### src/rtl/reg_mpi_master_if.sv
// Host-side request/response channel of reg_mpi_master.
// Request and response each complete on a valid/ready handshake.
interface reg_mpi_master_if #(
    parameter int CPU_ADDR_WIDTH = 12,
    parameter int CPU_DATA_WIDTH = 32
);
    logic                      req_vld;
    logic                      req_rdy;
    logic                      req_wr;
    logic [CPU_ADDR_WIDTH-1:0] req_addr;
    logic [CPU_DATA_WIDTH-1:0] req_wdata;
    logic                      rsp_vld;
    logic                      rsp_rdy;
    logic [CPU_DATA_WIDTH-1:0] rsp_rdata;
    logic                      rsp_err;

    modport master (
        output req_vld, req_wr, req_addr, req_wdata, rsp_rdy,
        input  req_rdy, rsp_vld, rsp_rdata, rsp_err
    );

    modport slave (
        input  req_vld, req_wr, req_addr, req_wdata, rsp_rdy,
        output req_rdy, rsp_vld, rsp_rdata, rsp_err
    );
endinterface

### src/rtl/reg_mpi_master.sv
// Bridges host requests onto a strobed register-file bus, one
// transaction at a time, with saturating activity counters.
module reg_mpi_master #(
    parameter int                        CPU_ADDR_WIDTH = 12,
    parameter int                        CPU_DATA_WIDTH = 32,
    parameter int                        RD_LAT         = 2,
    parameter logic [CPU_ADDR_WIDTH-1:0] ADDR_MAX       = 12'h009
) (
    input  logic                      clks,
    input  logic                      reset,
    reg_mpi_master_if.slave           host,
    output logic                      cpu_wr,
    output logic [CPU_ADDR_WIDTH-1:0] cpu_wr_addr,
    output logic [CPU_DATA_WIDTH-1:0] cpu_data_in,
    output logic                      cpu_rd,
    input  logic [CPU_DATA_WIDTH-1:0] cpu_data_out,
    output logic [15:0]               sta_wr_cnt,
    output logic [15:0]               sta_rd_cnt,
    output logic [15:0]               sta_err_cnt
);
    typedef enum logic [2:0] {IDLE, WR, RD, RD_WAIT, RSP} state_t;

    localparam logic [3:0] LAT_LAST = 4'(RD_LAT - 1);

    state_t                    state_q, state_d;
    logic [3:0]                cnt_q, cnt_d;
    logic [CPU_ADDR_WIDTH-1:0] addr_q, addr_d;
    logic [CPU_DATA_WIDTH-1:0] wdata_q, wdata_d;
    logic [CPU_DATA_WIDTH-1:0] rdata_q, rdata_d;
    logic                      err_q, err_d;
    logic [15:0]               wr_cnt_q, wr_cnt_d;
    logic [15:0]               rd_cnt_q, rd_cnt_d;
    logic [15:0]               err_cnt_q, err_cnt_d;
    logic                      accept;
    logic                      addr_ok;

    function automatic logic [15:0] sat_inc(input logic [15:0] v);
        return (v == 16'hFFFF) ? v : v + 16'd1;
    endfunction

    assign host.req_rdy = (state_q == IDLE) & ~reset;
    assign accept       = host.req_vld & host.req_rdy;
    assign addr_ok      = host.req_addr <= ADDR_MAX;

    always_comb begin
        state_d   = state_q;
        cnt_d     = cnt_q;
        addr_d    = addr_q;
        wdata_d   = wdata_q;
        rdata_d   = rdata_q;
        err_d     = err_q;
        wr_cnt_d  = wr_cnt_q;
        rd_cnt_d  = rd_cnt_q;
        err_cnt_d = err_cnt_q;
        unique case (state_q)
            IDLE: begin
                if (accept) begin
                    if (!addr_ok) begin
                        state_d   = RSP;
                        err_d     = 1'b1;
                        rdata_d   = '0;
                        err_cnt_d = sat_inc(err_cnt_q);
                    end else if (host.req_wr) begin
                        state_d = WR;
                        addr_d  = host.req_addr;
                        wdata_d = host.req_wdata;
                    end else begin
                        state_d = RD;
                        addr_d  = host.req_addr;
                    end
                end
            end
            WR: begin
                state_d  = RSP;
                err_d    = 1'b0;
                rdata_d  = '0;
                wr_cnt_d = sat_inc(wr_cnt_q);
            end
            RD: begin
                state_d = RD_WAIT;
                cnt_d   = LAT_LAST;
            end
            RD_WAIT: begin
                // Last wait cycle: registered read data is valid now
                if (cnt_q == 4'd0) begin
                    state_d  = RSP;
                    err_d    = 1'b0;
                    rdata_d  = cpu_data_out;
                    rd_cnt_d = sat_inc(rd_cnt_q);
                end else begin
                    cnt_d = cnt_q - 4'd1;
                end
            end
            RSP: begin
                if (host.rsp_rdy) begin
                    state_d = IDLE;
                end
            end
            default: state_d = IDLE;
        endcase
    end

    always_ff @(posedge clks or posedge reset) begin
        if (reset) begin
            state_q   <= IDLE;
            cnt_q     <= '0;
            addr_q    <= '0;
            wdata_q   <= '0;
            rdata_q   <= '0;
            err_q     <= 1'b0;
            wr_cnt_q  <= '0;
            rd_cnt_q  <= '0;
            err_cnt_q <= '0;
        end else begin
            state_q   <= state_d;
            cnt_q     <= cnt_d;
            addr_q    <= addr_d;
            wdata_q   <= wdata_d;
            rdata_q   <= rdata_d;
            err_q     <= err_d;
            wr_cnt_q  <= wr_cnt_d;
            rd_cnt_q  <= rd_cnt_d;
            err_cnt_q <= err_cnt_d;
        end
    end

    assign cpu_wr         = (state_q == WR);
    assign cpu_rd         = (state_q == RD);
    assign cpu_wr_addr    = addr_q;
    assign cpu_data_in    = wdata_q;
    assign host.rsp_vld   = (state_q == RSP);
    assign host.rsp_rdata = rdata_q;
    assign host.rsp_err   = err_q;
    assign sta_wr_cnt     = wr_cnt_q;
    assign sta_rd_cnt     = rd_cnt_q;
    assign sta_err_cnt    = err_cnt_q;
endmodule

### src/flat_wrapper.sv
// flat-port wrapper written by rule: the top's interface ports become plain ports
module reg_mpi_master_flat 
#(
    parameter int                        CPU_ADDR_WIDTH = 12,
    parameter int                        CPU_DATA_WIDTH = 32,
    parameter int                        RD_LAT         = 2,
    parameter logic [CPU_ADDR_WIDTH-1:0] ADDR_MAX       = 12'h009
)
  (clks, reset, cpu_wr, cpu_wr_addr, cpu_data_in, cpu_rd, cpu_data_out, sta_wr_cnt, sta_rd_cnt, sta_err_cnt, host_req_vld, host_req_wr, host_req_addr, host_req_wdata, host_rsp_rdy, host_req_rdy, host_rsp_vld, host_rsp_rdata, host_rsp_err);
  reg_mpi_master_if #(.CPU_ADDR_WIDTH(CPU_ADDR_WIDTH), .CPU_DATA_WIDTH(CPU_DATA_WIDTH)) host_i ();
  input  logic clks;
  input  logic reset;
  output logic cpu_wr;
  output logic [CPU_ADDR_WIDTH-1:0] cpu_wr_addr;
  output logic [CPU_DATA_WIDTH-1:0] cpu_data_in;
  output logic cpu_rd;
  input  logic [CPU_DATA_WIDTH-1:0] cpu_data_out;
  output logic [15:0] sta_wr_cnt;
  output logic [15:0] sta_rd_cnt;
  output logic [15:0] sta_err_cnt;
  input wire logic [$bits(host_i.req_vld)-1:0] host_req_vld;
  input wire logic [$bits(host_i.req_wr)-1:0] host_req_wr;
  input wire logic [$bits(host_i.req_addr)-1:0] host_req_addr;
  input wire logic [$bits(host_i.req_wdata)-1:0] host_req_wdata;
  input wire logic [$bits(host_i.rsp_rdy)-1:0] host_rsp_rdy;
  output wire logic [$bits(host_i.req_rdy)-1:0] host_req_rdy;
  output wire logic [$bits(host_i.rsp_vld)-1:0] host_rsp_vld;
  output wire logic [$bits(host_i.rsp_rdata)-1:0] host_rsp_rdata;
  output wire logic [$bits(host_i.rsp_err)-1:0] host_rsp_err;
  assign host_i.req_vld = host_req_vld;
  assign host_i.req_wr = host_req_wr;
  assign host_i.req_addr = host_req_addr;
  assign host_i.req_wdata = host_req_wdata;
  assign host_i.rsp_rdy = host_rsp_rdy;
  assign host_req_rdy = host_i.req_rdy;
  assign host_rsp_vld = host_i.rsp_vld;
  assign host_rsp_rdata = host_i.rsp_rdata;
  assign host_rsp_err = host_i.rsp_err;
  reg_mpi_master #(.CPU_ADDR_WIDTH(CPU_ADDR_WIDTH), .CPU_DATA_WIDTH(CPU_DATA_WIDTH), .RD_LAT(RD_LAT), .ADDR_MAX(ADDR_MAX)) u_core (.clks(clks), .reset(reset), .host(host_i), .cpu_wr(cpu_wr), .cpu_wr_addr(cpu_wr_addr), .cpu_data_in(cpu_data_in), .cpu_rd(cpu_rd), .cpu_data_out(cpu_data_out), .sta_wr_cnt(sta_wr_cnt), .sta_rd_cnt(sta_rd_cnt), .sta_err_cnt(sta_err_cnt));
endmodule
### config.mk
export PLATFORM = sky130hd
export DESIGN_NAME = reg_mpi_master_flat
export DESIGN_NICKNAME = d
export VERILOG_FILES = /design/src/rtl/reg_mpi_master_if.sv /design/src/rtl/reg_mpi_master.sv /design/src/flat_wrapper.sv
export SDC_FILE = /design/constraint.sdc
export NUM_CORES = 1
export LEC_CHECK = 0
export ABC_AREA = 1
export CORE_ASPECT_RATIO = 0.75
export CORE_MARGIN = 2
export CORE_UTILIZATION = 47
export DETAILED_ROUTE_END_ITERATION = 7
export GPL_TIMING_DRIVEN = 0
export PLACE_DENSITY_LB_ADDON = 0.1
export SLEW_MARGIN = 20
export SYNTH_ARGS = -nofsm -noshare
export SYNTH_HDL_FRONTEND = slang
export SYNTH_SLANG_ARGS = --single-unit
export TNS_END_PERCENT = 5
### constraint.sdc
create_clock -name clks -period 5.9 [get_ports clks]
set_clock_uncertainty 0.2 [all_clocks]
set_input_delay 1.18 -clock clks [delete_from_list [all_inputs] [get_ports clks]]
set_output_delay 1.18 -clock clks [all_outputs]
set_load 0.03 [all_outputs]
After elaboration in Yosys (flattened, before gate mapping)
Index checks and enable logic that the tools add are counted.
{"block": "word_totals", "register_bits": 132}
{"block": "op_classes", "add_sub_neg": 4, "order_cmp": 1, "eq_ne": 12, "muxes": 16, "bitwise": 7, "n_reduce_logical": 12}
{"op": "two-way mux 32 bit", "n": 3}
{"op": "case mux 32 bit (3 select lines)", "n": 1}
{"op": "adder 16 x 1 -> 16 bit (second input constant)", "n": 3}
{"op": "equality test 16 bit (second input constant)", "n": 3}
{"op": "case mux 3 bit (5 select lines)", "n": 1}
{"op": "<= comparator 12 x 4 -> 1 bit (second input constant)", "n": 1}
{"op": "two-way mux 3 bit", "n": 4}
{"op": "AND reduction 4 bit", "n": 3}
{"op": "AND reduction 3 bit", "n": 3}
{"op": "case mux 4 bit (2 select lines)", "n": 1}
{"op": "equality test 3 x 2 -> 1 bit (second input constant)", "n": 2}
{"op": "!= test 2 bit (second input constant)", "n": 3}
{"op": "inverter 1 bit", "n": 5}
{"op": "zero test 4 bit", "n": 1}
{"op": "two-way mux 4 bit", "n": 1}
{"op": "!= test 2 x 1 -> 1 bit (second input constant)", "n": 2}
{"op": "AND reduction 2 bit", "n": 2}
{"op": "subtractor 4 x 1 -> 4 bit (second input constant)", "n": 1}
{"op": "equality test 3 x 1 -> 1 bit (second input constant)", "n": 1}
{"op": "equality test 3 bit (second input constant)", "n": 1}
{"op": "zero test 3 bit", "n": 1}
{"op": "two-way mux 1 bit", "n": 3}
{"op": "case mux 1 bit (3 select lines)", "n": 1}
{"op": "nonzero test 3 bit", "n": 1}
{"op": "other kinds (3)", "n": 4}

Longest topological paths before layout
Gate-level depths: netlist of run 1.
{"block": "logic_depth", "word_depth": 5, "depth_mapped": 10, "depth_no_buf": 9}

Least setup slack after synthesis of run 1
Ideal clock, no wire load.
{"block": "synth_path", "kind": "input port to flip-flop", "startpoint": "input reset", "endpoint": "register u_core.err_q, in the netlist u_core.host.rsp_err", "t_arrival_ps": 5129, "path_slack_ps": 451, "stages": 7, "path_cell_list": "inv_1 a21oi_1 nor2_4 nand2_4 buf_4 nand2_1 nand2_1"}
{"block": "synth_via", "elab_chain_cells": 5}
{"element": "start: declaration", "line_no": "flat_wrapper.sv:12", "source": "input logic reset;"}
{"element": "inverter 1 bit", "line_no": "reg_mpi_master.sv:41", "source": "assign host.req_rdy = (state_q == IDLE) & ~reset;"}
{"element": "bitwise AND 1 bit", "line_no": "reg_mpi_master.sv:41"}
{"element": "bitwise AND 1 bit", "line_no": "reg_mpi_master.sv:42", "source": "assign accept = host.req_vld & host.req_rdy;"}
{"element": "!= test 2 x 1 -> 1 bit (no line)"}
{"element": "AND reduction 4 bit (no line)"}
{"element": "end signal: assignment", "line_no": "reg_mpi_master.sv:120", "source": "err_q <= err_d;"}
{"element": "end: declaration", "line_no": "reg_mpi_master.sv:30", "source": "logic err_q, err_d;"}
Every way passes these cells.
A chain may end at the register's enable or synchronous reset.

Final worst setup path of run 1
{"block": "layout_path", "startpoint": "input reset", "endpoint": "output host_req_rdy"}
{"block": "layout_via", "elab_chain_cells": 2}
{"element": "inverter 1 bit", "line_no": "reg_mpi_master.sv:41"}
{"element": "bitwise AND 1 bit", "line_no": "reg_mpi_master.sv:41"}
{"element": "end: declaration", "line_no": "flat_wrapper.sv:26", "source": "output wire logic [$bits(host_i.req_rdy)-1:0] host_req_rdy;"}
Every way passes these cells.

==> flow_summary_export.csv, run 1 <==
group,metric,value,unit
finish,postLayoutCoreUtil,0.699,
global_routing,gr-usage-all-layers,0.242,
hold_path,hold_start,"u_core.host.rsp_rdata[2]",
logic_synthesis,yosysUniqueCellTypes,26,
cts,cts-hold-fix-buffers,0,
cts,clkLatencyLatePin,0.42,ns
die,io-pin-count,210,
worst_setup_path,critical_path.startpoint,"reset",
pwr,p_total,2470,uW
global_routing,grt_overflow,0,
finish,n_fill_cell,1200,
worst_setup_path,path_max_fanout,3,
route,routed_wl,18100,um
die,die_h,107,um
pwr,p_sw,709,uW
worst_setup_path,worst_setup_path_start_kind,"input pin",
worst_setup_path,crit_chain,"clkdlybuf4s50_1, nor2_4, clkdlybuf4s50_1",
finish,drive_above_1_share,0.0664,
pwr,share_comb_of_total_power,0.168,
die,rows,37,
cts,cts_sinks,132,
global_routing,grt_pass1_wl,28900,um
global_routing,grt_antenna_before_repair,0,
worst_setup_path,worst_ep_arrival_time,2.71,ns
worst_setup_path,critPathMaxStageDelay,0.74,ns
route,first_iter_violations,384,
logic_synthesis,synthTopCellsByCount,"420 x nand2_1, 132 x dfrtp_1, 78 x nor2_1",
route,routedWlPerCell,13.8,um
pwr,pwr-share-clk,0.444,
worst_setup_path,r2r-start,"u_core.sta_rd_cnt[0]",
die,die-width,142,um
pwr,power_frac_seq,0.388,
logic_synthesis,yosysSeqAreaShare,0.492,
cts,clk_path_buf_depth,2,
worst_setup_path,critPathMostFrequentCell,"clkdlybuf4s50_1",
pwr,powerDensity,256,nW/um^2
global_routing,grt_max_degree,99,
logic_synthesis,synth_edf_count,0,
finish,nNetsFinal,1203,
worst_setup_path,required,4.52,ns
logic_synthesis,syn-num-nets,974,
cts,clk_pin_slew,0.06,ns
cts,cts_tree,"built",
cts,post_cts_buffers,0,
finish,area_delta_synth_final,44.2,%
finish,multi_input_area,3030,um^2
cts,cts.htree.levels,4,
finish,regArea,3300,um^2
pwr,power_leakage,0.00460,uW
placement,dp_cells,1273,
pwr,internal_power,1760,uW
logic_synthesis,synth_flop_cell,"dfrtp_1",
logic_synthesis,synth_top_cell_by_area,"dfrtp_1",
worst_setup_path,crit_path_end_kind,"primary output",
run_status,status,"finished clean",
placement,dpl.hpwl,13100,um
timing,rsz0062_at_grt,"false",
logic_synthesis,yosysWarningCount,0,
flow_run,maxCapViolCount,0,
route,vias_per_cell,4.96,
logic_synthesis,synth_cells,888,
placement,place_congestion,0.861,
timing,period_needed,4.09,ns
route,drc,0,
timing,slew_headroom,0.623,
die,initial_utilization,0.485,
logic_synthesis,postSynthAreaPerCell,7.55,um^2
worst_setup_path,r2r_slack,3.71,ns
route,ant_nets,0,
placement,portBuffers,209,
pwr,swShare,0.287,
timing,max_freq,245,MHz
worst_setup_path,worst_path_dominant_cell_family,"buffers and inverters",
worst_setup_path,path_buf_inv,2,
finish,diodes,0,
pwr,peakVddDrop,221,uV
logic_synthesis,yosysMostFrequentCell,"nand2_1",
global_routing,first_global_vias,5835,
timing,maxSlewViolCount,0,
timing,setup_viol,0,
worst_setup_path,path_class,"input pin to primary output",
die,dieArea,15300,um^2
timing,tightest_slew,0.559,ns
timing,hold_violations,0,
logic_synthesis,ys_ff_latch,132,
finish,design_area,9670,um^2
die,core_area,13800,um^2
cts,cts_resized,0,
route,route.vias.total,6473,
logic_synthesis,netlist.area_leader.share,0.492,
logic_synthesis,yosys-top-cells-area,"dfrtp_1 49%, nand2_1 24%, nor2_1 4.4%",
cts,cts_buffers,17,
timing,period_share,0.693,
hold_path,hp-class,"register to register",
route,firstDrtPassIters,4,
logic_synthesis,ys_async_sr_fraction,1.00,
logic_synthesis,netlist_area,6710,um^2
cts,cts-root-buf,"clkbuf_16",
worst_setup_path,cp_slowest_cell,"clkdlybuf4s50_1",
placement,post_dp_cell_area,9050,um^2
finish,layout.cells.non_filler,1305,
==> sequential cells by signal (all words and copies together) (netlist names) <==
signal,cells
u_core.cpu_data_in,32
u_core.host.rsp_rdata,32
u_core.sta_err_cnt,16
u_core.sta_rd_cnt,16
u_core.sta_wr_cnt,16
u_core.cpu_wr_addr,12
u_core.cnt_q,4
u_core.state_q,3
u_core.host.rsp_err,1
==> metrics by stage <==
step / TNS [ns] / hold WS (ns) / worst slack (ns)
after floorplan: 0 / 0.301 / 0.451
after global placement: -197.99 / 0.253 / -1.59
after detailed placement: 0 / 0.258 / 1.86
after CTS: 0 / 0.272 / 1.82
after global routing: 0 / 0.286 / 1.76
final: 0 / 0.267 / 1.81
==> cell usage in the layout, fill, tap and decap left out, types with 2 or more instances in the layout <==
cell type / Yosys / final
buf_2: 14 / 14
nand4_1: 13 / 13
nand3_1: 56 / 56
nand2_2: 4 / 4
clkbuf_1: 6 / 6
nor2_1: 78 / 78
buf_4: 6 / 6
clkinv_4: 0 / 2
buf_6: 3 / 3
nor3_1: 4 / 4
o21ai_0: 21 / 21
clkinvlp_4: 0 / 5
xnor2_1: 15 / 15
inv_6: 0 / 3
nand2_1: 420 / 420
nor2_2: 4 / 4
inv_2: 2 / 2
xor2_1: 6 / 6
clkbuf_16: 0 / 17
dfrtp_1: 132 / 132
nand3b_1: 34 / 34
clkdlybuf4s50_1: 0 / 209
inv_1: 52 / 51
ha_1: 5 / 5
a21oi_1: 3 / 3
nor2_4: 5 / 5
bufinv_16: 0 / 3
==> area by class of cell <==
cell class / count / share of cell area
clock inverter: 14 / 0.0182
multi-input combinational: 673 / 0.313
sequential: 132 / 0.342
inverter: 54 / 0.0217
tap: 175 / 0.0226
buffer: 29 / 0.0177
timing repair buffer: 210 / 0.219
clock buffer: 18 / 0.0454
==> metal layers <==
| layer | up-vias | global-route usage | routed length, um |
|---|---|---|---|
| met5 | - | 0 | 0 |
| met4 | 0 | 0.0664 | 210 |
| met3 | 16 | 0.0827 | 1600 |
| met2 | 223 | 0.360 | 7700 |
| met1 | 2994 | 0.337 | 8550 |
| li1 | 3240 | - | - |
==> power groups by stage <==
stage | Combinational (uW) | Clock (uW) | Sequential [uW]
2_1_floorplan | 206 | 0 | 1010
3_3_place_gp | 412 | 0 | 975
3_5_place_dp | 415 | 0 | 975
4_1_cts | 419 | 1110 | 959
5_1_grt | 458 | 1160 | 964
6_report | 415 | 1100 | 960
==> kinds of logic after synthesis <==
kind of cell / synth area share
AOI/OAI and AO/OA: 0.0215
xor gates and xnor gates: 0.0274
adders and majority gates: 0.00933
buffers and inverters: 0.0558
DFF: 0.492
and+or+nand+nor: 0.394
==> tightest hold or removal path, stage by stage (launching register included) <==
cell	delay (ns)
dfrtp_1	0.34
nand2_1	0.05
nand2_1	0.04
==> path summary, 6_finish.rpt <==
path	to	depth (start not counted)
hold / removal	u_core.host.rsp_rdata[2]	2
max in group asynchronous	u_core.cpu_data_in[8]	3
min in group asynchronous	u_core.sta_err_cnt[9]	2
setup / recovery	host_req_rdy	3
setup reg to reg	u_core.sta_rd_cnt[10]	8
hold reg to reg	u_core.host.rsp_rdata[2]	2
Power figures use the tool's default switching activity.
==> run 2: changes to the inputs <==
clock period = 3.85 ns   (was 5.9 ns; I/O delays follow)
==> run 2 against run 1 <==
  * Utilization up 0.39 points
  * Combinational power grew 57%
  * Flip-flop and latch count is the same
  * Hold slack gained 0.0012 ns
  * Via count shrank 1.1%
  * Wire length down 0.24%
  * Cell count grew 0.23%
  * Count of clock-buffer cells in the layout grew 5
  * Global-route usage rose by 0.38 points
  * Sequential power is 53% higher
  * Setup slack lost 1.1 ns
  * Largest power group unchanged
==> flow_summary_export.csv, run 2 (synthesis results as in run 1) <==
group,metric,value,unit
pwr,peakVddDrop,368,uV
pwr,pwr-share-clk,0.442,
cts,clkLatencyLatePin,0.42,ns
pwr,internal_power,2760,uW
global_routing,use_met3,0.0752,
finish,area_delta_synth_final,45.0,%
hold_path,hp-class,"register to register",
global_routing,use_met2,0.382,
cts,clk_pin_slew,0.06,ns
worst_setup_path,crit_path_end_kind,"primary output",
cts,cts.htree.levels,4,
die,dieArea,15300,um^2
route,vias_per_cell,4.89,
run_status,status,"finished clean",
placement,dpl.hpwl,13300,um
pwr,power_frac_seq,0.387,
global_routing,grt_pass1_wl,29600,um
worst_setup_path,required,2.88,ns
route,firstDrtPassIters,5,
route,drc,0,
global_routing,grt_antenna_before_repair,0,
global_routing,grt_max_degree,34,
route,route.vias.total,6402,
worst_setup_path,cp_slowest_cell,"clkdlybuf4s50_1",
timing,fin_tns_setup,0,ns
timing,hold_violations,0,
worst_setup_path,worst_ep_arrival_time,2.17,ns
hold_path,min_to,"u_core.cpu_data_in[10]",
timing,period_share,0.815,
worst_setup_path,rr_endpoint,"u_core.sta_wr_cnt[4]",
global_routing,gr-usage-all-layers,0.245,
finish,n_fill_cell,1138,
finish,nNetsFinal,1206,
cts,clk_path_buf_depth,2,
timing,rsz0062_at_grt,"false",
timing,max_freq,319,MHz
pwr,p_sw,1040,uW
placement,pre_cts_slack,0.413,ns
worst_setup_path,critPathMostFrequentCell,"clkdlybuf4s50_1",
die,core_area,13800,um^2
hold_path,holdPathStages,2,
pwr,power_leakage,0.00463,uW
route,routedWlPerCell,13.8,um
worst_setup_path,crit_chain,"clkdlybuf4s50_1, nor2_4, clkdlybuf4s50_1",
placement,portBuffers,209,
flow_run,maxCapViolCount,0,
worst_setup_path,path_max_fanout,3,
finish,layout_commonest_cell,"nand2_1",
cts,cts_tree,"built",
worst_setup_path,r2r_slack,1.71,ns
cts,cts_buffers,17,
timing,slew_headroom,0.566,
cts,cts-hold-fix-buffers,0,
route,ant_nets,0,
die,initial_utilization,0.485,
finish,final_cell_mix,"420 x nand2_1, 209 x clkdlybuf4s50_1, 132 x dfrtp_1",
cts,cts_resized,0,
timing,layout_setup_ws,0.710,ns
finish,diodes,0,
worst_setup_path,worst_setup_path_start_kind,"input pin",
die,rows,37,
worst_setup_path,ff2ff_path_depth,9,
route,first_iter_violations,479,
global_routing,top_usage_layer,"met2",
worst_setup_path,r2r-start,"u_core.sta_wr_cnt[0]",
finish,drive_above_1_share,0.0671,
cts,cts-root-buf,"clkbuf_16",
pwr,p_total,3800,uW
die,io-pin-count,210,
placement,place_congestion,0.889,
finish,regArea,3300,um^2
finish,multi_input_area,3030,um^2
worst_setup_path,critPathMaxStageDelay,0.70,ns
cts,post_cts_buffers,0,
pwr,swShare,0.274,
pwr,powerDensity,390,nW/um^2
finish,postLayoutCoreUtil,0.702,
worst_setup_path,path_class,"input pin to primary output",
die,die-width,142,um
cts,cts_sinks,132,
global_routing,grt_overflow,0,
route,routed_wl,18000,um
timing,setup_viol,0,
die,die_h,107,um
hold_path,hold_start,"u_core.cpu_data_in[10]",
timing,tightest_slew,0.645,ns
global_routing,use_met1,0.331,
timing,period_needed,3.14,ns
pwr,share_comb_of_total_power,0.172,
timing,maxSlewViolCount,0,
global_routing,first_global_vias,6107,
-- run 2: changes by cell type in the layout (fill, tap and decap cells not counted), moves of 3 or more --
| cell | delta |
|---|---|
| buf_4 | +3 |
| clkbuf_8 | +3 |
| clkinv_2 | +3 |
| inv_6 | -3 |
| buf_2 | -3 |
| buf_12 | +4 |
-- run 2: worst max path at each step --
stage | from | to | depth (start not counted)
after floorplan | reset | u_core.host.rsp_rdata[0] | 6
after global placement | reset | u_core.host.rsp_rdata[17] | 8
after detailed placement | reset | u_core.host.rsp_rdata[11] | 8
after CTS | reset | host_req_rdy | 3
after global routing | reset | u_core.host.rsp_rdata[25] | 8
final | reset | host_req_rdy | 3
-- run 2: worst max-delay path, delay by kind of cell --
family	cells	cell delay [ns]
simple gates	1	0.17
buf+inv	2	1.23
-- run 2: routing by layer --
layer	vias up	share of wire
met5	-	0
met4	0	0.012
met3	17	0.075
met2	198	0.45
met1	2948	0.47
li1	3239	-
-- run 2: cell type report --
| cell class | count | share of cell area |
|---|---|---|
| Multi-Input combinational cell | 673 | 0.312 |
| Timing Repair Buffer | 213 | 0.223 |
| Tap cell | 175 | 0.0225 |
| Inverter | 54 | 0.0212 |
| Clock inverter | 9 | 0.0129 |
| Clock buffer | 23 | 0.0502 |
| Buffer | 29 | 0.0184 |
| Sequential cell | 132 | 0.340 |
-- run 2: power by group through the flow --
| stage | Clock (uW) | Sequential (uW) | Combinational (uW) |
|---|---|---|---|
| after floorplan | 0 | 1550 | 326 |
| after global placement | 0 | 1490 | 643 |
| after detailed placement | 0 | 1490 | 658 |
| after CTS | 1700 | 1470 | 661 |
| after global routing | 1770 | 1470 | 716 |
| final | 1680 | 1470 | 652 |
-- run 2: stage by stage --
| step | hold slack (ns) | area (um^2) | instances |
|---|---|---|---|
| 3_5_place_dp | 0.257 | 9110 | 1276 |
| 5_1_grt | 0.286 | 9720 | 1308 |
| 4_1_cts | 0.271 | 9720 | 1308 |
| 3_3_place_gp | 0.252 | 9030 | 1272 |
| 2_1_floorplan | 0.301 | 6720 | 888 |
| 6_report | 0.268 | 9720 | 1308 |
==> run 3: changes to the inputs <==
clock period = 2.9 ns   (was 3.85 ns; I/O delays follow)
==> run 3 against run 2 <==
  * Utilization grew 0.072 points
  * Non-clock buffer count stayed put
  * Hold slack hardly changed
  * Clock power up 33%
  * Total power up 33%
  * Combinational power rose by 33%
  * Critical path depth did not move
  * Sequential power grew 33%
  * Wire length is 0.89% higher
  * Global-route usage unchanged
  * Critical endpoint unchanged
==> flow_summary_export.csv, run 3 (synthesis results as in run 1) <==
group,metric,value,unit
cts,cts.htree.levels,4,
global_routing,first_global_vias,6107,
finish,area_delta_synth_final,45.1,%
die,dieArea,15300,um^2
global_routing,grt_pass1_wl,29600,um
worst_setup_path,path_class,"input pin to primary output",
pwr,swShare,0.274,
finish,layout_commonest_cell,"nand2_1",
worst_setup_path,path_buf_inv,2,
cts,clk_path_buf_depth,2,
timing,period_needed,2.85,ns
run_status,status,"finished clean",
cts,cts_sinks,132,
cts,cts_buffers,17,
route,firstDrtPassIters,5,
timing,hold_violations,0,
timing,tightest_slew,0.828,ns
route,ant_nets,0,
route,drc,0,
pwr,p_total,5040,uW
timing,layout_setup_ws,0.0540,ns
die,die_h,107,um
pwr,pwr-share-clk,0.442,
timing,fin_tns_setup,0,ns
route,routedWlPerCell,13.9,um
timing,setup_viol,0,
timing,maxSlewViolCount,0,
die,core_area,13800,um^2
pwr,share_comb_of_total_power,0.172,
die,die-width,142,um
global_routing,grt_overflow,0,
pwr,internal_power,3660,uW
pwr,peakVddDrop,487,uV
finish,drive_above_1_share,0.0679,
timing,slew_headroom,0.445,
timing,rsz0062_at_grt,"false",
global_routing,grt_max_degree,34,
pwr,power_frac_seq,0.387,
cts,cts-hold-fix-buffers,0,
cts,cts_tree,"built",
pwr,power_leakage,0.00467,uW
worst_setup_path,worst_path_dominant_cell_family,"buffers and inverters",
pwr,p_sw,1380,uW
placement,place_congestion,0.889,
finish,design_area,9730,um^2
worst_setup_path,worst_ep_arrival_time,2.07,ns
timing,period_share,0.981,
timing,max_freq,351,MHz
cts,clk_pin_slew,0.05,ns
worst_setup_path,crit_path_end_kind,"primary output",
placement,post_dp_cell_area,9110,um^2
placement,dp_cells,1276,
die,io-pin-count,210,
worst_setup_path,crit_chain,"clkdlybuf4s50_1, nor2_4, clkdlybuf4s50_1",
worst_setup_path,path_max_fanout,4,
placement,portBuffers,209,
finish,n_fill_cell,1134,
finish,layout.cells.non_filler,1309,
route,routed_wl,18200,um
flow_run,maxCapViolCount,0,
cts,cts-root-buf,"clkbuf_16",
die,initial_utilization,0.485,
route,vias_per_cell,4.90,
placement,pre_cts_slack,-0.347,ns
route,first_iter_violations,517,
cts,clkLatencyLatePin,0.42,ns
global_routing,gr-usage-all-layers,0.245,
worst_setup_path,required,2.12,ns
pwr,powerDensity,518,nW/um^2
worst_setup_path,critPathMaxStageDelay,0.70,ns
global_routing,grt_antenna_before_repair,0,
finish,nNetsFinal,1207,
route,route.vias.total,6420,
placement,dpl.hpwl,13300,um
hold_path,hp-class,"register to register",
worst_setup_path,critPathMostFrequentCell,"clkdlybuf4s50_1",
die,rows,37,
finish,diodes,0,
worst_setup_path,worst_setup_path_start_kind,"input pin",
worst_setup_path,cp_slowest_cell,"clkdlybuf4s50_1",
finish,final_cell_mix,"420 x nand2_1, 207 x clkdlybuf4s50_1, 132 x dfrtp_1",
[run 3: worst min-delay path, stage by stage (launching register included)]
cell and delay (ns):
dfrtp_1 0.34, nand2_1 0.05, nand2_1 0.05
[run 3: timing repair]
item	4_1_cts	5_1_grt
resized for setup	0	2
setup endpoints to repair	0	34
setup buffers	0	0
hold endpoints to repair	0	0
[run 3: through the flow]
| stage | hold slack [ns] | utilization |
|---|---|---|
| global placement | 0.252 | 0.652 |
| CTS | 0.271 | 0.702 |
| detailed placement | 0.257 | 0.658 |
| finish | 0.268 | 0.703 |
| floorplan | 0.301 | - |
| global route | 0.286 | 0.703 |
[run 3: metal layers]
metal,routed length [um],GRT usage
met5,0,0
met1,8470,0.331
met3,1320,0.0752
met2,8160,0.382
met4,227,0.0750
[run 3: path summary, 6_finish.rpt]
check | from | endpoint | slack [ns] | depth (start not counted)
min in group asynchronous | reset | u_core.state_q[1] | 0.51 | 2
max in group asynchronous | reset | u_core.cpu_data_in[13] | 1.02 | 4
hold reg to reg | u_core.cpu_data_in[22] | u_core.cpu_data_in[22] | 0.27 | 2
hold / removal | u_core.cpu_data_in[22] | u_core.cpu_data_in[22] | 0.27 | 2
setup / recovery | reset | host_req_rdy | 0.05 | 3
setup reg to reg | u_core.sta_wr_cnt[0] | u_core.sta_wr_cnt[4] | 0.76 | 9
[run 3: power by group through the flow]
| stage | Clock (uW) | Combinational, uW | Sequential (uW) |
|---|---|---|---|
| detailed placement | 0 | 873 | 1980 |
| global route | 2350 | 953 | 1960 |
| floorplan | 0 | 433 | 2050 |
| CTS | 2260 | 878 | 1950 |
| global placement | 0 | 853 | 1980 |
| finish | 2230 | 866 | 1950 |
[run 3: final cells by class]
cell class              instances  area, um^2  area share
multi-input cells             673        3030       0.311
flip-flops and latches        132        3300       0.339
repair inverters                1        5.00    0.000514
repair buffers                213        2180       0.224
inverters                      54         206      0.0212
clock buffers                  23         488      0.0501
clock inverters                 9         125      0.0129
well taps                     175         219      0.0225
plain buffers                  29         179      0.0184
==> RTL change 1: new RTL, settings of run 2 <==
Encoding of `state_t`: now one-hot (5 bits for 5 states).
--- a/src/rtl/reg_mpi_master.sv
+++ b/src/rtl/reg_mpi_master.sv
@@ -18,7 +18,7 @@
     output logic [15:0]               sta_rd_cnt,
     output logic [15:0]               sta_err_cnt
 );
-    typedef enum logic [2:0] {IDLE, WR, RD, RD_WAIT, RSP} state_t;
+    typedef enum logic [4:0] {IDLE = 5'b00001, WR = 5'b00010, RD = 5'b00100, RD_WAIT = 5'b01000, RSP = 5'b10000} state_t;
 
     localparam logic [3:0] LAT_LAST = 4'(RD_LAT - 1);
 
Function: no difference found for any inputs over 4 cycles, from zero or initial values and one cycle with reset high; so few cycles prove little.
==> RTL change 1 against run 2 <==
Utilization rose by 0.11 points. Synthesized cell count fell by 2.0%. Critical path depth stayed put. Count of clock-buffer cells in the layout shrank 3. Power about the same. Synthesized area shrank 0.84%. Sequential cell count increased by 2. Sequential share of layout area grew 0.71 points. Routed wire length fell by 3.4%. Setup slack worse by 0.017 ns. Combinational power grew 8.6%. Cell area decreased by 0.51%. Critical path type unchanged.
==> RTL change 1: results (changes against run 2) <==
Synth warn: 0 (unchanged)
Seq/Total Area, Yosys: 50.4% (was 49.2%)
Synth async-reset ratio: 100% (unchanged)
DR pass1 iterations: 5 (unchanged)
# resized after CTS: 0 (unchanged)
Clk pin slew, worst setup/hold paths: 0.06 ns (about the same)
Inserted Clock Buffers: 17 (unchanged)
Gr usage total: 23.9% (was 24.5%)
Syn_nets: 956 (was 974)
H-Tree Depth: 4 (unchanged)
Hold crit path type: register to register (unchanged)
Post-Route WL: 17.4 mm (was 18.0 mm)
Antenna diodes: 0 (unchanged)
Largest cells by area after synthesis: dfrtp_1, nand2_1, nor2_1 (unchanged)
Distinct cells, synth: 30 (was 26)
Switching pwr: 0.00109 W (was 0.00104 W)
Setup Buffers After CTS: 0 (unchanged)
Violation count after the first detailed-route iteration: 273 (was 479)
Post-synth top cells: nand2_1, dfrtp_1, nor2_1 (unchanged)
LEAKAGE: 4.94 nW (was 4.63 nW)
Fraction of layout cells with a size suffix above 1: 6.91% (was 6.71%)
Largest net degree at the start of global routing: 34 (unchanged)
Maximum vdd drop: 313 uV (was 368 uV)
Post-DP HPWL: 12.9 mm (was 13.3 mm)
IO buf count: 209 (unchanged)
Vias in the first global route: 5851 (was 6107)
Clock Latency Late Sink: 0.40 ns (was 0.42 ns)
Global-route wire length before repair: 29.0 mm (was 29.6 mm)
Final Wtd Congestion: 0.820 (was 0.889)
Crit path max fanout: 3 (unchanged)
Initial antenna violation count: 0 (unchanged)
CTS Buffer Depth: 2 (unchanged)
Outcome: complete, no violations (unchanged)
Relative slew slack: 66.5% (was 56.6%)
# nets final: 1189 (was 1206)
Root buf cell: clkbuf_16 (unchanged)
Detailed-route via count: 6219 (was 6402)
## RTL change 1: kinds of logic after synthesis
| kind of cell | synth area share, % |
|---|---|
| and+or+nand+nor | 32.4 |
| DFF | 50.4 |
| buffers and inverters | 7.26 |
| AOI/OAI and AO/OA | 4.14 |
| xor gates and xnor gates | 4.87 |
| adders and majority gates | 0.941 |
## RTL change 1: final timing paths
kind	startpoint	end	slack (ns)	cells past startpoint
max	reset	host_req_rdy	0.69	3
min	u_core.cpu_data_in[5]	u_core.cpu_data_in[5]	0.27	2
max reg2reg	u_core.sta_rd_cnt[0]	u_core.sta_rd_cnt[3]	1.69	9
min reg2reg	u_core.cpu_data_in[5]	u_core.cpu_data_in[5]	0.27	2
max in group asynchronous	reset	u_core.sta_rd_cnt[11]	2.09	4
min in group asynchronous	reset	u_core.sta_err_cnt[14]	0.68	2
## RTL change 1: final cells by class
class / instances / area, sq um
fill: 1167 / 4080
sequential: 134 / 3350
multi-input combinational: 622 / 2810
timing repair buffer: 214 / 2210
clock buffer: 20 / 467
inverter: 85 / 325
tap: 175 / 219
buffer: 29 / 161
clock inverter: 11 / 125
## RTL change 1: per-layer routing
metal | GRT usage, % | vias to the layer above | wire (um)
li1 | - | 3139 | -
met1 | 33.7 | 2884 | 8130
met2 | 38.1 | 180 | 8090
met3 | 4.82 | 16 | 1020
met4 | 5.57 | 0 | 173
met5 | 0 | - | 0
## RTL change 1: per-stage QoR
| step | setup slack (ns) | TNS (ns) | std cells | area [sq um] | power, W |
|---|---|---|---|---|---|
| 2_1_floorplan | 1.22 | 0 | 870 | 6660 | 0.00192 |
| 3_3_place_gp | -0.149 | -18.97 | 1254 | 8970 | 0.00219 |
| 3_5_place_dp | 0.696 | 0 | 1259 | 9080 | 0.00221 |
| 4_1_cts | 0.693 | 0 | 1290 | 9670 | 0.00383 |
| 5_1_grt | 0.639 | 0 | 1290 | 9670 | 0.00397 |
| 6_report | 0.694 | 0 | 1290 | 9670 | 0.00380 |
## RTL change 1: power by group through the flow
stage / logic (W) / registers, W / clock network (W)
after floorplan: 0.000363 / 0.00155 / 0
after global routing: 0.000779 / 0.00149 / 0.00171
after CTS: 0.000715 / 0.00148 / 0.00163
after global placement: 0.000685 / 0.00150 / 0
final: 0.000708 / 0.00148 / 0.00161
after detailed placement: 0.000709 / 0.00151 / 0
## RTL change 1: critical path, cell delays in order
cell and delay [ns]:
clkdlybuf4s50_1 0.51, nor2_4 0.17, clkdlybuf4s50_1 0.73
==> RTL change 2: new RTL, config.mk and constraints of run 2 <==
Made on the original files. `CPU_ADDR_WIDTH` is set to 12 in 3 places; all go to 13.
--- a/src/rtl/reg_mpi_master_if.sv
+++ b/src/rtl/reg_mpi_master_if.sv
@@ -1,7 +1,7 @@
 // Host-side request/response channel of reg_mpi_master.
 // Request and response each complete on a valid/ready handshake.
 interface reg_mpi_master_if #(
-    parameter int CPU_ADDR_WIDTH = 12,
+    parameter int CPU_ADDR_WIDTH = 13,
     parameter int CPU_DATA_WIDTH = 32
 );
     logic                      req_vld;
--- a/src/rtl/reg_mpi_master.sv
+++ b/src/rtl/reg_mpi_master.sv
@@ -1,7 +1,7 @@
 // Bridges host requests onto a strobed register-file bus, one
 // transaction at a time, with saturating activity counters.
 module reg_mpi_master #(
-    parameter int                        CPU_ADDR_WIDTH = 12,
+    parameter int                        CPU_ADDR_WIDTH = 13,
     parameter int                        CPU_DATA_WIDTH = 32,
     parameter int                        RD_LAT         = 2,
     parameter logic [CPU_ADDR_WIDTH-1:0] ADDR_MAX       = 12'h009
--- a/src/flat_wrapper.sv
+++ b/src/flat_wrapper.sv
@@ -1,7 +1,7 @@
 // flat-port wrapper written by rule: the top's interface ports become plain ports
 module reg_mpi_master_flat 
 #(
-    parameter int                        CPU_ADDR_WIDTH = 12,
+    parameter int                        CPU_ADDR_WIDTH = 13,
     parameter int                        CPU_DATA_WIDTH = 32,
     parameter int                        RD_LAT         = 2,
     parameter logic [CPU_ADDR_WIDTH-1:0] ADDR_MAX       = 12'h009
Ports: changed (resized cpu_wr_addr and host_req_addr); port bits go from 210 to 212. No check against the original RTL was run, so the function may have changed too.
==> RTL change 2 against run 2 <==
Non-clock buffer count is 6 higher. Routed wire length is 0.50% higher. Global-route usage is 1.2 points lower. Sequential cell count is 1 higher. Count of clock-buffer cells in the layout is 4 lower. Power is 3.5% higher. Cell area is 2.5% higher. First-iteration DRC count is 38% lower. Hold slack worse by 0.0012 ns. Critical endpoint unchanged. Largest cell class unchanged. Setup slack worse by 0.054 ns. Sequential share of layout area is 0.58 points lower. Critical path type unchanged. Synthesized area is 2.1% higher.
==> RTL change 2: results (changes against run 2) <==
Outcome: complete, no violations (unchanged)
Worst Path Arrival: 2.22 ns (was 2.17 ns)
Met3 WL: 1.21 mm (was 1.35 mm)
Vias in the first global route: 5962 (was 6107)
Post-DP HPWL: 13.5 mm (was 13.3 mm)
Reg2reg path depth: 11 (was 9)
Seq/Total Area, Yosys: 48.6% (was 49.2%)
Fill count: 1281 (was 1138)
Synth warn: 0 (unchanged)
# nets final: 1224 (was 1206)
Wire length on met1: 8.51 mm (was 8.39 mm)
DP Worst Slack: 0.664 ns (was 0.413 ns)
Syn_nets: 989 (was 974)
IO buf count: 211 (was 209)
Hold crit path type: register to register (unchanged)
Maximum vdd drop: 305 uV (was 368 uV)
Slowest stage delay, CP: 0.70 ns (about the same)
M1 GR Usage: 31.7% (was 33.1%)
LEAKAGE: 5.05 nW (was 4.63 nW)
Largest net degree at the start of global routing: 33 (was 34)
Number of vias per cell: 4.75 (was 4.89)
Distinct cells, synth: 29 (was 26)
Gr usage total: 23.3% (was 24.5%)
Min Tclk post-route: 3.19 ns (was 3.14 ns)
Global-route wire length before repair: 28.7 mm (was 29.6 mm)
Met2 usage: 36.8% (was 38.2%)
Fraction of layout cells with a size suffix above 1: 8.00% (was 6.71%)
Final Wtd Congestion: 0.846 (was 0.889)
Setup TNS: 0 ns (unchanged)
Mean routed wirelength per cell: 13.4 um (was 13.8 um)
Slew @ Worst Pin: 0.432 ns (was 0.645 ns)
Hold_ws: 0.267 ns (was 0.268 ns)
Violation count after the first detailed-route iteration: 298 (was 479)
Initial antenna violation count: 0 (unchanged)
Post-synth top cells: nand2_1, dfrtp_1, inv_1 (was nand2_1, dfrtp_1, nor2_1)
Met2 WL post-DR: 8.10 mm (was 8.06 mm)
Flop2flop setup slack: 1.74 ns (was 1.71 ns)
M3 GR Usage: 5.85% (was 7.52%)
Inserted Clock Buffers: 17 (unchanged)
Crit path max fanout: 4 (was 3)
Largest cells by area after synthesis: dfrtp_1, nand2_1, inv_1 (was dfrtp_1, nand2_1, nor2_1)
Placed inst area: 9330 sq um (was 9110 sq um)
==> RTL change 2: area by class of cell <==
cell class	instances	share of cell area [%]
sequential	133	33.4
multi-input combinational	632	29.3
timing repair buffer	216	22.3
clock buffer	19	4.44
inverter	105	3.99
tap	200	2.51
buffer	32	2.12
clock inverter	13	1.93
==> RTL change 2: path summary, 6_finish.rpt <==
| kind | start | endpoint |
|---|---|---|
| setup / recovery | reset | host_req_rdy |
| hold / removal | u_core.host.rsp_rdata[22] | u_core.host.rsp_rdata[22] |
| setup reg to reg | u_core.sta_wr_cnt[0] | u_core.sta_wr_cnt[12] |
| hold reg to reg | u_core.host.rsp_rdata[22] | u_core.host.rsp_rdata[22] |
| max in group asynchronous | reset | u_core.cpu_wr_addr[1] |
| min in group asynchronous | reset | u_core.host.rsp_rdata[4] |
==> RTL change 2: worst max-delay path, delay by kind of cell <==
kind	cells	cell delay (ns)
and+or+nand+nor	1	0.23
buffers and inverters	2	1.22
==> RTL change 2: power by group <==
part,internal (W),switching [W],total (W)
clock,0.00111,0.000639,0.00175
sequential,0.00143,0.0000394,0.00147
combinational,0.000267,0.000441,0.000708
==> RTL change 2: metrics by stage <==
| stage | power, W | std cells | utilization (%) |
|---|---|---|---|
| global route | 0.00408 | 1350 | 69.4 |
| floorplan | 0.00192 | 902 | - |
| detailed placement | 0.00220 | 1318 | 65.0 |
| finish | 0.00393 | 1350 | 69.4 |
| global placement | 0.00219 | 1313 | 64.2 |
| CTS | 0.00396 | 1350 | 69.4 |
==> RTL change 2: kinds of logic after synthesis <==
family | Yosys count | share of synthesized area [%]
AND/OR/NAND/NOR | 573 | 35.8
buffers and inverters | 137 | 8.84
flip-flops | 133 | 48.6
XOR/XNOR | 30 | 3.84
AO/OA/AOI/OAI | 24 | 1.97
adder cells (fa/ha/maj) | 5 | 0.913
